### config.mk
export PLATFORM = sky130hd
export DESIGN_NAME = pwm_bank_flat
export DESIGN_NICKNAME = d
export VERILOG_FILES = /design/src/rtl/pwm_bank_if.sv /design/src/rtl/pwm_bank.sv /design/src/flat_wrapper.sv
export SDC_FILE = /design/constraint.sdc
export NUM_CORES = 1
export LEC_CHECK = 0
export ABC_AREA = 1
export CORE_MARGIN = 1.5
export CORE_UTILIZATION = 55
export CTS_BUF_LIST = sky130_fd_sc_hd__clkbuf_2
export DETAILED_ROUTE_END_ITERATION = 12
export PLACE_DENSITY = 0.83
export SKIP_CTS_REPAIR_TIMING = 1
export SLEW_MARGIN = 20
export SYNTH_ARGS = -nofsm -noshare
export SYNTH_HDL_FRONTEND = slang
export SYNTH_SLANG_ARGS = --single-unit
### constraint.sdc
create_clock -name clk -period 2.5 [get_ports clk]
set_input_delay 0.5 -clock clk [delete_from_list [all_inputs] [get_ports clk]]
set_output_delay 0.5 -clock clk [all_outputs]
set_load 0.1 [all_outputs]
### src/rtl/pwm_bank_if.sv
// Bundle between the SPI register bank and the PWM bank: enable, the flat config
// register file, the PWM outputs and the status word.
interface pwm_bank_if #(
    parameter int unsigned NUM_REGS = 8,
    parameter int unsigned WIDTH    = 8,
    parameter int unsigned NUM_CH   = 4
);
    logic                      ena;
    logic [NUM_REGS*WIDTH-1:0] config_regs;
    logic [NUM_CH-1:0]         pwm_out;
    logic                      period_tick;
    logic [WIDTH-1:0]          status_regs;

    modport master (
        output ena,
        output config_regs,
        input  pwm_out,
        input  period_tick,
        input  status_regs
    );

    modport slave (
        input  ena,
        input  config_regs,
        output pwm_out,
        output period_tick,
        output status_regs
    );
endinterface

### src/rtl/pwm_bank.sv
// Multi-channel edge-aligned PWM generator sharing one prescaled period counter.
// TOP/DUTY/CH_EN/INV are shadowed at run start and at every period wrap.
module pwm_bank #(
    parameter int unsigned NUM_REGS = 8,
    parameter int unsigned WIDTH    = 8,
    parameter int unsigned NUM_CH   = 4
) (
    input logic          clk,
    input logic          rst,
    pwm_bank_if.slave    bus
);

    typedef enum logic [1:0] {StIdle = 2'd0, StRun = 2'd1, StDone = 2'd2} state_e;

    state_e            r_state, w_state_d;
    logic [WIDTH-1:0]  r_cnt, w_cnt_d;
    logic [6:0]        r_pc, w_pc_d;
    logic [WIDTH-1:0]  r_top_sh;
    logic [WIDTH-1:0]  r_duty_sh [NUM_CH];
    logic [NUM_CH-1:0] r_chen_sh;
    logic              r_inv_sh;
    logic [NUM_CH-1:0] r_pwm, w_pwm_d;
    logic              r_tick, w_tick_d;
    logic [4:0]        r_wraps, w_wraps_d;
    logic              w_load;

    logic              w_en, w_inv, w_oneshot;
    logic [2:0]        w_presc;
    logic [WIDTH-1:0]  w_top;
    logic [NUM_CH-1:0] w_chen;
    logic [7:0]        w_pc_lim;
    logic              w_ptick, w_wrap;
    logic [NUM_CH-1:0] w_raw;
    logic              w_unused_cfg;

    assign w_en         = bus.config_regs[0];
    assign w_inv        = bus.config_regs[1];
    assign w_presc      = bus.config_regs[4:2];
    assign w_oneshot    = bus.config_regs[5];
    assign w_top        = bus.config_regs[1*WIDTH +: WIDTH];
    assign w_chen       = bus.config_regs[6*WIDTH +: NUM_CH];
    assign w_unused_cfg = ^bus.config_regs;

    // Limit is 2^PRESC-1; a pc already past a lowered limit runs on to 127 and wraps.
    assign w_pc_lim = (8'd1 << w_presc) - 8'd1;
    assign w_ptick  = (r_pc == w_pc_lim[6:0]);
    assign w_wrap   = w_ptick && (r_cnt == r_top_sh);

    always_comb begin
        for (int ch = 0; ch < NUM_CH; ch++) begin
            w_raw[ch] = r_chen_sh[ch] & (r_cnt < r_duty_sh[ch]);
        end
    end

    always_ff @(posedge clk or posedge rst) begin
        if (rst) begin
            r_state <= StIdle;
        end else if (bus.ena) begin
            r_state <= w_state_d;
        end
    end

    always_comb begin
        w_state_d = r_state;
        unique case (r_state)
            StIdle:  if (w_en) w_state_d = StRun;
            StRun: begin
                if (!w_en)                     w_state_d = StIdle;
                else if (w_wrap && w_oneshot)  w_state_d = StDone;
            end
            StDone:  if (!w_en) w_state_d = StIdle;
            default: w_state_d = StIdle;
        endcase
    end

    always_comb begin
        w_cnt_d   = r_cnt;
        w_pc_d    = r_pc;
        w_pwm_d   = '0;
        w_tick_d  = 1'b0;
        w_wraps_d = r_wraps;
        w_load    = 1'b0;
        unique case (r_state)
            StIdle: begin
                w_cnt_d   = '0;
                w_pc_d    = '0;
                w_wraps_d = '0;
                w_load    = w_en;
            end
            StRun: begin
                if (!w_en) begin
                    w_cnt_d   = '0;
                    w_pc_d    = '0;
                    w_wraps_d = '0;
                end else begin
                    w_pwm_d = w_raw ^ {NUM_CH{r_inv_sh}};
                    w_pc_d  = w_ptick ? 7'd0 : r_pc + 7'd1;
                    if (w_wrap) begin
                        w_cnt_d  = '0;
                        w_tick_d = 1'b1;
                        w_load   = 1'b1;
                        if (r_wraps != 5'd31) w_wraps_d = r_wraps + 5'd1;
                        if (w_oneshot) w_pwm_d = '0;
                    end else if (w_ptick) begin
                        w_cnt_d = r_cnt + WIDTH'(1);
                    end
                end
            end
            StDone: begin
                w_cnt_d = '0;
                w_pc_d  = '0;
                if (!w_en) w_wraps_d = '0;
            end
            default: begin
                w_cnt_d   = '0;
                w_pc_d    = '0;
                w_wraps_d = '0;
            end
        endcase
    end

    always_ff @(posedge clk or posedge rst) begin
        if (rst) begin
            r_cnt     <= '0;
            r_pc      <= '0;
            r_pwm     <= '0;
            r_tick    <= 1'b0;
            r_wraps   <= '0;
            r_top_sh  <= '0;
            r_chen_sh <= '0;
            r_inv_sh  <= 1'b0;
            for (int ch = 0; ch < NUM_CH; ch++) r_duty_sh[ch] <= '0;
        end else if (bus.ena) begin
            r_cnt   <= w_cnt_d;
            r_pc    <= w_pc_d;
            r_pwm   <= w_pwm_d;
            r_tick  <= w_tick_d;
            r_wraps <= w_wraps_d;
            if (w_load) begin
                r_top_sh  <= w_top;
                r_chen_sh <= w_chen;
                r_inv_sh  <= w_inv;
                for (int ch = 0; ch < NUM_CH; ch++) begin
                    r_duty_sh[ch] <= bus.config_regs[(2 + ch) * WIDTH +: WIDTH];
                end
            end
        end
    end

    assign bus.pwm_out     = r_pwm;
    assign bus.period_tick = r_tick;
    assign bus.status_regs = WIDTH'({r_wraps, r_pwm[0], r_state});

endmodule
### src/flat_wrapper.sv
// flat-port wrapper written by rule: the top's interface ports become plain ports
module pwm_bank_flat 
#(
    parameter int unsigned NUM_REGS = 8,
    parameter int unsigned WIDTH    = 8,
    parameter int unsigned NUM_CH   = 4
)
  (clk, rst, bus_ena, bus_config_regs, bus_pwm_out, bus_period_tick, bus_status_regs);
  pwm_bank_if #(.NUM_REGS(NUM_REGS), .WIDTH(WIDTH), .NUM_CH(NUM_CH)) bus_i ();
  input logic clk;
  input logic rst;
  input wire logic [$bits(bus_i.ena)-1:0] bus_ena;
  input wire logic [$bits(bus_i.config_regs)-1:0] bus_config_regs;
  output wire logic [$bits(bus_i.pwm_out)-1:0] bus_pwm_out;
  output wire logic [$bits(bus_i.period_tick)-1:0] bus_period_tick;
  output wire logic [$bits(bus_i.status_regs)-1:0] bus_status_regs;
  assign bus_i.ena = bus_ena;
  assign bus_i.config_regs = bus_config_regs;
  assign bus_pwm_out = bus_i.pwm_out;
  assign bus_period_tick = bus_i.period_tick;
  assign bus_status_regs = bus_i.status_regs;
  pwm_bank #(.NUM_REGS(NUM_REGS), .WIDTH(WIDTH), .NUM_CH(NUM_CH)) u_core (.clk(clk), .rst(rst), .bus(bus_i));
endmodule
* Yosys cells after proc, flatten, opt, wreduce, memory -nomap -nowiden
Index checks and enable logic that the tools add are counted.
** Storage, ports and cells
- Register bits :: 72
- Latch bits :: 0
- Memory bits (writable) :: 0
- Bits in read-only memories :: 0
- Input port bits :: 67
- Output and inout bits :: 13
- Word-level logic and storage cells :: 70
- Memories kept :: 0
** Cells by class
- Add/sub/neg operators :: 4
- Multiply operators :: 0
- Div/mod/pow operators :: 0
- $lt $le $gt $ge :: 4
- Eq/ne operators :: 11
- Shifts and indexed selects :: 1
- Multiplexer cells :: 25
- Bitwise logic cells :: 5
- Reduce and logical (&&, ||, !) cells :: 7
** Operators with widths (number)
- 8-bit < comparator :: 4
- 8-bit two-way mux :: 4
- 7-bit two-way mux :: 3
- 5-bit two-way mux :: 4
- 4-bit two-way mux :: 4
- 5-bit case mux with 2 select lines :: 1
- 3-bit by 2-bit != test with 1-bit output (second input constant) :: 3
- 8-bit by 1-bit adder with 8-bit output (second input constant) :: 1
- 8-bit equality test :: 1
- 2-bit two-way mux :: 4
- 4-bit AND reduction :: 2
- 7-bit by 1-bit adder with 7-bit output (second input constant) :: 1
- 7-bit equality test :: 1
- 1-bit by 3-bit left shift with 7-bit output (first input constant) :: 1
- 7-bit by 1-bit subtractor with 7-bit output (second input constant) :: 1
- 2-bit case mux with 3 select lines :: 1
- 5-bit by 1-bit adder with 5-bit output (second input constant) :: 1
- 5-bit != test (second input constant) :: 1
- 1-bit bitwise AND :: 4
- 2-bit != test (second input constant) :: 2
- 4-bit by 2-bit != test with 1-bit output (second input constant) :: 1
- 2-bit AND reduction :: 2
- 4-bit bitwise XOR :: 1
- 1-bit two-way mux :: 3
- 5 further kinds :: 6

* Longest topological paths before layout
Gate-level depths: netlist (run 1).
- Depth after elaboration :: 8
- Gate-level depth with buffers :: 17
- Depth with buffers taken out :: 15

* Least setup slack after synthesis (run 1)
No wires, ideal clock.
- Path type :: register -> register
- From :: reg u_core.r_state[0]
- To :: reg u_core.r_inv_sh
- Library setup time :: 0.117 ns
- Data arrival time :: 2.145 ns
- Data required time :: 2.383 ns
- Path slack :: 0.238 ns
- Cell stages (with the launch flop) :: 11
- Path buffers :: 1
- Clock period less this slack :: 2.262 ns
- Path through :: dfrtp_1 -> inv_1 -> nor2_1 -> nand2_1 -> inv_1 -> nand4_4 -> nand2_4 -> nand2_4 -> buf_6 -> nand2_1 -> nand2_1
** On the way
- Word-level cells in the longest chain between the ends :: 3
- Elaborated cells between the ends (all ways) :: 4
- Classes of those cells :: eq/ne (1); mux (1); reduce/logical (2)
** RTL lines
- start, declared :: line pwm_bank.sv:15 : state_e r_state, w_state_d;
- start signal, assigned :: line pwm_bank.sv:57 : r_state <= StIdle;
- start signal, assigned :: line pwm_bank.sv:59 : r_state <= w_state_d;
- 2-bit by 1-bit equality test with 1-bit output or 2-bit logical NOT (tied branches) :: line pwm_bank.sv:83 : unique case (r_state)
- 1-bit case mux with 2 select lines * :: line pwm_bank.sv:83
- 2-bit AND reduction (no line) *
- end signal, assigned :: line pwm_bank.sv:142 : r_inv_sh <= w_inv;
- end, declared :: line pwm_bank.sv:21 : logic r_inv_sh;
Every way passes the cells marked *; elsewhere a longest branch is shown, timed or not.
A chain may end at the register's enable or synchronous reset.

* Worst setup path after layout (run 1)
- From :: in bus_config_regs[3]
- To :: reg u_core.r_wraps[3]
** On the way
- Word-level cells in the longest chain between the ends :: 6
** RTL lines
- start, declared :: line flat_wrapper.sv:13 : input wire logic [$bits(bus_i.config_regs)-1:0] bus_config_regs;
- 1-bit by 3-bit left shift with 7-bit output :: line pwm_bank.sv:45 : assign w_pc_lim = (8'd1 << w_presc) - 8'd1;
- 7-bit by 1-bit subtractor with 7-bit output :: line pwm_bank.sv:45
- 7-bit equality test :: line pwm_bank.sv:46 : assign w_ptick = (r_pc == w_pc_lim[6:0]);
- 1-bit logical AND :: line pwm_bank.sv:47 : assign w_wrap = w_ptick && (r_cnt == r_top_sh);
- 3-bit by 2-bit != test with 1-bit output (no line)
- 4-bit AND reduction (no line)
- end signal, assigned :: line pwm_bank.sv:138 : r_wraps <= w_wraps_d;
- end, declared :: line pwm_bank.sv:24 : logic [4:0] r_wraps, w_wraps_d;
Every way passes these cells.

==> results of run 1 <==
[report_power, final]
part / switching [mW] / internal, mW
registers: 0.292 / 1.55
logic: 1.24 / 0.686
clock network: 0.422 / 0.323
[cell usage after synthesis (6+ instances only)]
master / n / area share
clkbuf_1: 7 / 0.0060
o21ai_0: 7 / 0.0080
nand3_1: 75 / 0.086
dfrtp_1: 72 / 0.41
nor2_1: 22 / 0.019
nand4_1: 17 / 0.024
inv_1: 55 / 0.047
ha_1: 33 / 0.095
xor2_1: 13 / 0.026
a21oi_1: 14 / 0.016
nand2_1: 201 / 0.17
buf_4: 6 / 0.010
[worst max-delay path: cells and delay by family]
kind,cells,cell delay (ns)
AND/OR/NAND/NOR,12,1.15
buffers and inverters,3,0.65
adder cells (fa/ha/maj),1,0.31
AO/OA/AOI/OAI,1,0.09
[cell type report]
| class | instances | area, um^2 |
|---|---|---|
| Fill cell | 611 | 2330 |
| Timing Repair Buffer | 92 | 866 |
| Multi-Input combinational cell | 414 | 2210 |
| Clock buffer | 9 | 45.0 |
| Sequential cell | 72 | 1800 |
| Tap cell | 102 | 128 |
| Inverter | 59 | 224 |
| Clock inverter | 7 | 86.3 |
[kinds of logic after synthesis]
logic type | after synthesis | synth area share
AND/OR/NAND/NOR | 332 | 0.336
buffers and inverters | 77 | 0.0807
flip-flops | 72 | 0.414
adder cells (fa/ha/maj) | 33 | 0.0948
AO/OA/AOI/OAI | 31 | 0.0382
XOR/XNOR | 18 | 0.0362
[flip-flops by register name, indices dropped and copies added (netlist names)]
signal and count:
u_core.r_duty_sh 32, u_core.bus.period_tick 1, u_core.r_cnt 8, u_core.r_chen_sh 4, u_core.r_state 2, u_core.r_pc 7
u_core.bus.pwm_out 4, u_core.r_inv_sh 1, u_core.r_wraps 5, u_core.r_top_sh 8
[layer usage]
metal,global-route usage,up-vias
met2,0.442,106
li1,-,1994
met3,0.0348,26
met4,0.105,0
met5,0,-
met1,0.330,1879
[worst paths after layout]
check / from / endpoint / cells past startpoint
worst min register to register: u_core.r_duty_sh[22]$_DFFE_PP0P_ / u_core.r_duty_sh[22]$_DFFE_PP0P_ / 2
worst max-delay path: bus_config_regs[3] / u_core.r_wraps[3]$_DFFE_PP0P_ / 17
worst max register to register: u_core.r_cnt[7]$_DFFE_PP0P_ / u_core.r_duty_sh[21]$_DFFE_PP0P_ / 9
worst min-delay path: rst / u_core.r_duty_sh[18]$_DFFE_PP0P_ / 2
max in group asynchronous: rst / u_core.r_chen_sh[2]$_DFFE_PP0P_ / 3
min in group clk: bus_ena / u_core.bus.pwm_out[0]$_DFFE_PP0P_ / 4
[metrics by stage]
step / hold slack (ns) / area (um^2)
final: 0.167 / 5360
after global routing: 0.196 / 5360
after CTS: 0.161 / 5350
after detailed placement: 0.462 / 5220
after global placement: 0.459 / 5220
after floorplan: 0.442 / 4360
==> reports/results.ini, run 1 <==
[placement]
dpl.cell_count=739
dp_slack_ns=-0.315
hpwl_um=7720
gp_congestion=0.897
numPortBuffers=65

[setup_path]
cpMaxStageDelayCell=clkdlybuf4s50_1
cp_common_cell=nand2_1
endpoint_kind=register
worst-path-max-fanout=8
rrSetupSlack_ns=0.49
crit_path_max_incr_delay_ns=0.45
crit_chain=clkdlybuf4s50_1 -> nor2_2 -> nand2_1 -> ha_1 -> inv_1 -> nand2_1 -> nand2_1 -> nand2_1 -> nor2_1 -> nand3_2 -> nor2_4 -> buf_4 -> nand3_2 -> nand2_1 -> nand2_1 -> nand2_1 -> o21ai_0
critical_path_required_ns=2.92
arrival_ns=2.70
start_kind=input pin
crit_type=input pin to register

[outcome]
status=finished, final reports clean

[cells_and_area]
syn2layout_area_growth_pct=23.0
layout_common_cells=nand2_1 (201), nand3_1 (75), dfrtp_1 (72)
final_common_cell=nand2_1
fin_util=0.697
final_cells=755
layout-drive-gt1-share=0.109
fin_nets=748
diodes=0

[sta]
slew_violations=0
rsz0062_at_grt=false
fin_crit_sh=0.912
hold_viol=0
slew_headroom=0.723
setup_slack_ns=0.221
max_freq_ghz=0.439
setup_violations=0
fin_crit_ns=2.28
setup_tns_ns=0
tightest_slew_ns=0.412
clock_skew_ns=0.0300

[yosys]
ys_types=31
synth_nets=663
synth-edff-count=0
syn_avg_cell_area_um2=7.74
synth-seq-area-share=0.414
ys_warn_count=0
async_reset_ff_frac=1.00
netlist_instances=563
synth_area_um2=4360
synth_seq_cells=72
ys.flop_type=dfrtp_1

[floorplan]
pin_count=80
initial_utilization=0.567
row_count=32
core_area_um2=7690
die_x_um=92.0
die_h_um=92.0
dieArea_um2=8460

[clock_tree]
insertion_delay_ns=0.52
clock_path_buffers=2
cts_sinks=72
cts_tree=built
cts_buffers=9
root_buffer=clkbuf_2
clk_pin_slew_worst_paths_ns=0.21
h-tree-depth=3

[global_route]
grt_pass1_wl_um=17300
grt_max_degree=42
grt_pass1_vias=3867
grt_overflow=0
grt_use_total=0.259
antenna_found_initial=0

[power]
vdd_drop_max_uv=511
finalPower_mw=4.51
leakagePower_nw=2.84
power_density_nw_per_um2=842

[drt]
postRouteAntennaNets=0
viasPerCell=5.30
drt_iter0_drc=302
wl_met3_um=446
num_vias=4005
wl_um=10100
wl_met2_um=4910
drt-met1-wl_um=4490
first_pass_iters=5
route.detailed.drc=0
top_layer_used=met4
wl_per_cell_um=13.3

[flow_run]
cap_violations=0

[hold_path]
hold_class=input pin to asynchronous set/reset pin

(Power assumes the default switching activity.)
==> inputs of run 2 (changes only) <==
ABC_AREA = not set   (was 1)
==> reports/results.ini, run 2 <==
[outcome]
status=complete, but fails checks
violations=setup timing

[cells_and_area]
layout_common_cells=dfrtp_1 (72), clkdlybuf4s50_1 (49), inv_1 (42)
layout-drive-gt1-share=0.265  ; +0.156
diodes=0  ; unchanged
multi_input_area_um2=2390  ; +8.5%
fin_util=0.723  ; +0.0259
fin_nets=591  ; -21%
largest_register_ffs=32  ; unchanged
syn2layout_area_growth_pct=27.3
top_register=u_core.r_duty_sh
reg_top3=u_core.r_duty_sh: 32 flops, u_core.r_cnt: 8 flops, u_core.r_top_sh: 8 flops
final_cells=596  ; -21%
final_common_cell=dfrtp_1
ff_latch_area_um2=1800  ; unchanged
fillers=543  ; -11%

[floorplan]
die_x_um=92.1  ; +0.11%
dieArea_um2=8480  ; +0.22%
initial_utilization=0.568  ; +0.00130
core_area_um2=7690  ; unchanged
pin_count=80  ; unchanged
die_h_um=92.1  ; +0.11%
row_count=32  ; unchanged

[setup_path]
r2r_start=u_core.r_pc[0]$_DFFE_PP0P_
start_kind=register
arrival_ns=3.13  ; +0.43 ns
crit_type=register to register
crit_path_max_incr_delay_ns=0.56  ; +0.11 ns
crit_chain=or3_4 -> a2111oi_4 -> o211ai_2 -> or4_4 -> a21o_4 -> clkbuf_16 -> mux2_4
cpMaxStageDelayCell=or4_4
path_buf_inv=1  ; -2
r2r-end=u_core.r_duty_sh[24]$_DFFE_PP0P_
worst-path-max-fanout=8  ; unchanged
rrSetupSlack_ns=-0.24  ; -0.73 ns
r2r_cells=7  ; -2
critical_path_required_ns=2.89  ; -0.03 ns
endpoint_kind=register
cp_top_family=simple AND/OR/NAND/NOR gates

[global_route]
antenna_found_initial=0  ; unchanged
grt_util_met1=0.306  ; -0.0241
busiest_layer=met2
grt_pass1_wl_um=15400  ; -11%
met3_usage=0.0522  ; +0.0174
use_met2=0.378  ; -0.0642
grt_max_degree=73  ; +74%
grt_overflow=0  ; unchanged
grt_use_total=0.233  ; -0.0258
grt_pass1_vias=3252  ; -16%

[sta]
setup_tns_ns=-9.48  ; -9.48 ns
slew_violations=0  ; unchanged
slew_headroom=0.516  ; -0.207
fin_crit_sh=1.10  ; +0.184
hold_viol=0  ; unchanged
setup_slack_ns=-0.239  ; -0.460 ns
rsz0062_at_grt=true
clock_skew_ns=0.0288  ; -0.00115 ns
max_freq_ghz=0.365  ; -17%
tightest_slew_ns=0.707  ; +0.295 ns
fin_crit_ns=2.74  ; +0.460 ns
whs_ns=0.340  ; +0.173 ns
setup_violations=46  ; +46

[yosys]
yosys.cell_count.top_type=dfrtp_1
yosys.area.top_type_share=0.413  ; -0.000949
syn_avg_cell_area_um2=11.0  ; +42%
netlist_top_cells_count=dfrtp_1 (72), inv_1 (43), mux2_4 (40)
ys_warn_count=0  ; unchanged
ys_types=52  ; +68%
synth-edff-count=0  ; unchanged
synthTopCellsByArea=dfrtp_1 (41%), mux2_4 (14%), ha_1 (9.5%)
synth-seq-area-share=0.413  ; -0.000949
synth_top_area_cell=dfrtp_1
ys.flop_type=dfrtp_1
synth_seq_cells=72  ; unchanged
netlist_instances=398  ; -29%
synth_area_um2=4370  ; +0.23%
synth_nets=498  ; -25%
async_reset_ff_frac=1.00  ; unchanged

[clock_tree]
clk_pin_slew_worst_paths_ns=0.20  ; about the same
clock_path_buffers=2  ; unchanged
h-tree-depth=3  ; unchanged
cts_tree=built
cts_sinks=72  ; unchanged
cts_buffers=9  ; unchanged
insertion_delay_ns=0.51  ; about the same
root_buffer=clkbuf_2

[drt]
viasPerCell=5.50  ; +3.6%
postRouteAntennaNets=0  ; unchanged
first_pass_iters=4  ; -1
route.detailed.drc=0  ; unchanged
drt_iter0_drc=234  ; -23%
num_vias=3276  ; -18%
wl_um=9840  ; -2.2%
wl_per_cell_um=16.5  ; +24%

[placement]
numPortBuffers=65  ; unchanged
hpwl_um=6890  ; -11%
gp_congestion=0.837  ; -6.7%
dpl.cell_count=577  ; -22%

[power]
power_density_nw_per_um2=521  ; -38%
vdd_drop_max_uv=360  ; -29%
finalPower_mw=2.90  ; -36%
leakagePower_nw=2.78  ; -2.2%

[hold_path]
hold_class=input pin to asynchronous set/reset pin

[flow_run]
cap_violations=0  ; unchanged

==> run 2: cells by family after synthesis <==
| family | Yosys count | synth area share |
|---|---|---|
| compound gates | 70 | 0.115 |
| simple gates | 91 | 0.110 |
| fa+ha+maj | 33 | 0.0946 |
| flops | 72 | 0.413 |
| mux | 49 | 0.160 |
| buf+inv | 60 | 0.0613 |
| xor+xnor | 23 | 0.0461 |
==> run 2: worst reg2reg max path, cell delays in order, from the launching register on <==
cell and delay, ns:
dfrtp_1 0.43, or3_4 0.34, a2111oi_4 0.36, o211ai_2 0.13, or4_4 0.56, a21o_4 0.31
clkbuf_16 0.20, mux2_4 0.30
==> run 2: power breakdown <==
| part | internal, mW | switching [mW] | total [mW] | leakage (nW) |
|---|---|---|---|---|
| Clock | 0.112 | 0.410 | 0.522 | 0.0508 |
| Sequential | 1.33 | 0.127 | 1.46 | 0.904 |
| Combinational | 0.493 | 0.421 | 0.914 | 1.82 |
| Total | 1.94 | 0.958 | 2.90 | 2.78 |
==> run 2: cell type report <==
type	count	area share
multi-input cells	266	0.431
flip-flops and latches	72	0.324
repair buffers	99	0.180
inverters	43	0.0290
well taps	102	0.0230
clock buffers	9	0.00811
clock inverters	5	0.00473
==> run 2: metal layers <==
| layer | vias up | wire, um |
|---|---|---|
| li1 | 1586 | - |
| met1 | 1580 | 4550 |
| met2 | 98 | 4740 |
| met3 | 12 | 418 |
| met4 | 0 | 127 |
| met5 | - | 0 |
==> run 2: worst max path at each step <==
stage | start | end | slack [ns] | depth (start not counted)
finish | u_core.r_pc[0]$_DFFE_PP0P_ | u_core.r_duty_sh[24]$_DFFE_PP0P_ | -0.24 | 7
global route | u_core.r_pc[0]$_DFFE_PP0P_ | u_core.r_duty_sh[29]$_DFFE_PP0P_ | -0.26 | 7
CTS | bus_config_regs[3] | u_core.r_duty_sh[10]$_DFFE_PP0P_ | -0.39 | 9
detailed placement | bus_config_regs[3] | u_core.r_chen_sh[2]$_DFFE_PP0P_ | -0.93 | 9
global placement | bus_config_regs[2] | u_core.r_chen_sh[2]$_DFFE_PP0P_ | -0.88 | 10
floorplan | bus_config_regs[3] | u_core.r_chen_sh[0]$_DFFE_PP0P_ | -0.57 | 11
==> run 2: per-stage QoR <==
step	setup slack [ns]	cell area, um^2
6_report	-0.239	5560
5_1_grt	-0.265	5560
3_3_place_gp	-0.879	5310
4_1_cts	-0.389	5380
3_5_place_dp	-0.934	5310
2_1_floorplan	-0.573	4450
==> inputs of run 3 (changes only) <==
clock period = 2.8 ns   (was 2.5 ns; I/O delays follow)
==> reports/results.ini, run 3 (same netlist as run 2, synthesis figures left out) <==
[hold_path]
hold_class=input pin to asynchronous set/reset pin

[cells_and_area]
fin_nets=589  ; -0.34%
multi_input_area_um2=2370  ; -0.94%
layout_common_cells=dfrtp_1 (72), clkdlybuf4s50_1 (49), inv_1 (42)
layout-drive-gt1-share=0.261  ; -0.00405
ff_latch_area_um2=1800  ; unchanged
largest_register_ffs=32  ; unchanged
final_common_cell=dfrtp_1
top_register=u_core.r_duty_sh
syn2layout_area_growth_pct=27.9
fillers=537  ; -1.1%
diodes=0  ; unchanged
reg_top3=u_core.r_duty_sh: 32 flops, u_core.r_cnt: 8 flops, u_core.r_top_sh: 8 flops

[drt]
wl_um=9750  ; -0.93%
wl_per_cell_um=16.4  ; -0.93%
viasPerCell=5.61  ; +2.0%
num_vias=3341  ; +2.0%
postRouteAntennaNets=0  ; unchanged
drt_iter0_drc=220  ; -6.0%
route.detailed.drc=0  ; unchanged
first_pass_iters=4  ; unchanged

[sta]
slew_headroom=0.594  ; +0.0775
setup_violations=0  ; -100%
setup_tns_ns=0  ; +9.48 ns
fin_crit_sh=0.990
hold_viol=0  ; unchanged
fin_crit_ns=2.77
setup_slack_ns=0.0278  ; +0.267 ns
clock_skew_ns=0.0172  ; -0.0117 ns
max_freq_ghz=0.361
slew_violations=0  ; unchanged
tightest_slew_ns=0.594  ; -0.113 ns

[power]
vdd_drop_max_uv=284  ; -21%
intPower_mw=2.01  ; +3.8%
p_seq_frac=0.453  ; -0.051
power_density_nw_per_um2=515  ; -1.3%
power.switching_mw=0.860  ; -10%
switching_share=0.299  ; -0.0314
p_comb_frac=0.281  ; -0.034
leakagePower_nw=2.79  ; +0.44%
finalPower_mw=2.87  ; -0.83%
clkPwrFrac=0.266  ; +0.086

[placement]
dp_slack_ns=-0.703  ; +0.231 ns
numPortBuffers=65  ; unchanged
hpwl_um=6760  ; -1.9%
gp_congestion=0.833  ; -0.43%

[setup_path]
critical_path_required_ns=3.23  ; +0.34 ns
worst-path-max-fanout=7  ; -1
rrSetupSlack_ns=0.07  ; +0.31 ns
crit_type=input pin to register
r2r_cells=7  ; unchanged
start_kind=input pin
r2r-end=u_core.r_duty_sh[23]$_DFFE_PP0P_
endpoint_kind=register
arrival_ns=3.20  ; +0.07 ns
r2r_start=u_core.r_pc[0]$_DFFE_PP0P_

[global_route]
grt_pass1_wl_um=15600  ; +1.7%
grt_max_degree=73  ; unchanged
grt_util_met1=0.310  ; +0.00342
use_met2=0.383  ; +0.00556
busiest_layer=met2
grt_pass1_vias=3324  ; +2.2%
met3_usage=0.0373  ; -0.0149
grt_use_total=0.236  ; +0.00365
grt_overflow=0  ; unchanged
antenna_found_initial=0  ; unchanged

[outcome]
status=finished, final reports clean

[clock_tree]
clk_pin_slew_worst_paths_ns=0.19  ; about the same
clock_path_buffers=2  ; unchanged
h-tree-depth=3  ; unchanged
root_buffer=clkbuf_2
cts_buffers=9  ; unchanged
cts_sinks=72  ; unchanged
cts_tree=built
insertion_delay_ns=0.53  ; +0.02 ns

[flow_run]
cap_violations=0  ; unchanged

[floorplan]
pin_count=80  ; unchanged
initial_utilization=0.568  ; unchanged
die_h_um=92.1  ; unchanged
die_x_um=92.1  ; unchanged
core_area_um2=7690  ; unchanged
dieArea_um2=8480  ; unchanged
row_count=32  ; unchanged

run 3: per-layer routing:
| layer | wire (um) | share of wire | up-vias |
|---|---|---|---|
| met5 | 0 | 0 | - |
| met4 | 198 | 0.020 | 0 |
| met3 | 517 | 0.053 | 19 |
| met2 | 4660 | 0.48 | 105 |
| met1 | 4370 | 0.45 | 1631 |
| li1 | - | - | 1586 |
run 3: power by group through the flow:
stage	clock network (mW)	registers (mW)	logic (mW)
2_1_floorplan	0	1.35	0.530
3_3_place_gp	0	1.31	0.744
3_5_place_dp	0	1.32	0.782
4_1_cts	0.774	1.30	0.783
5_1_grt	0.817	1.32	0.884
6_report	0.765	1.30	0.806
run 3: how the worst max path moves through the flow:
stage | slack, ns | start | endpoint | cells past startpoint
detailed placement | -0.70 | bus_config_regs[3] | u_core.r_duty_sh[20]$_DFFE_PP0P_ | 10
CTS | -0.14 | bus_config_regs[3] | u_core.r_duty_sh[6]$_DFFE_PP0P_ | 10
global route | -0.02 | u_core.r_pc[0]$_DFFE_PP0P_ | u_core.r_duty_sh[4]$_DFFE_PP0P_ | 7
global placement | -0.64 | bus_config_regs[3] | u_core.r_duty_sh[9]$_DFFE_PP0P_ | 10
floorplan | -0.33 | bus_config_regs[3] | u_core.r_chen_sh[0]$_DFFE_PP0P_ | 11
finish | 0.03 | bus_config_regs[4] | u_core.r_duty_sh[23]$_DFFE_PP0P_ | 10
run 3: worst max-delay path: stages:
cell	delay [ns]
dlymetal6s2s_1	0.15
or3_4	0.40
ha_4	0.20
nor4b_4	0.34
nor3_4	0.08
xnor2_2	0.15
or4_4	0.53
a21o_4	0.31
clkbuf_16	0.20
mux2_4	0.29
run 3: area by class of cell:
cell class	instances	share of cell area
Tap cell	102	0.0229
Clock buffer	10	0.00896
Sequential cell	72	0.323
Clock inverter	6	0.0193
Multi-Input combinational cell	266	0.425
Timing Repair Buffer	97	0.173
Inverter	43	0.0289
run 3: per-stage QoR:
stage                     std cells  hold slack (ns)  instance area [um^2]   util
after floorplan                 398            0.473                  4450      -
after global placement          575            0.489                  5290  0.688
after detailed placement        575            0.496                  5290  0.688
after CTS                       591            0.392                  5450  0.709
after global routing            596            0.420                  5580  0.726
final                           596            0.392                  5580  0.726
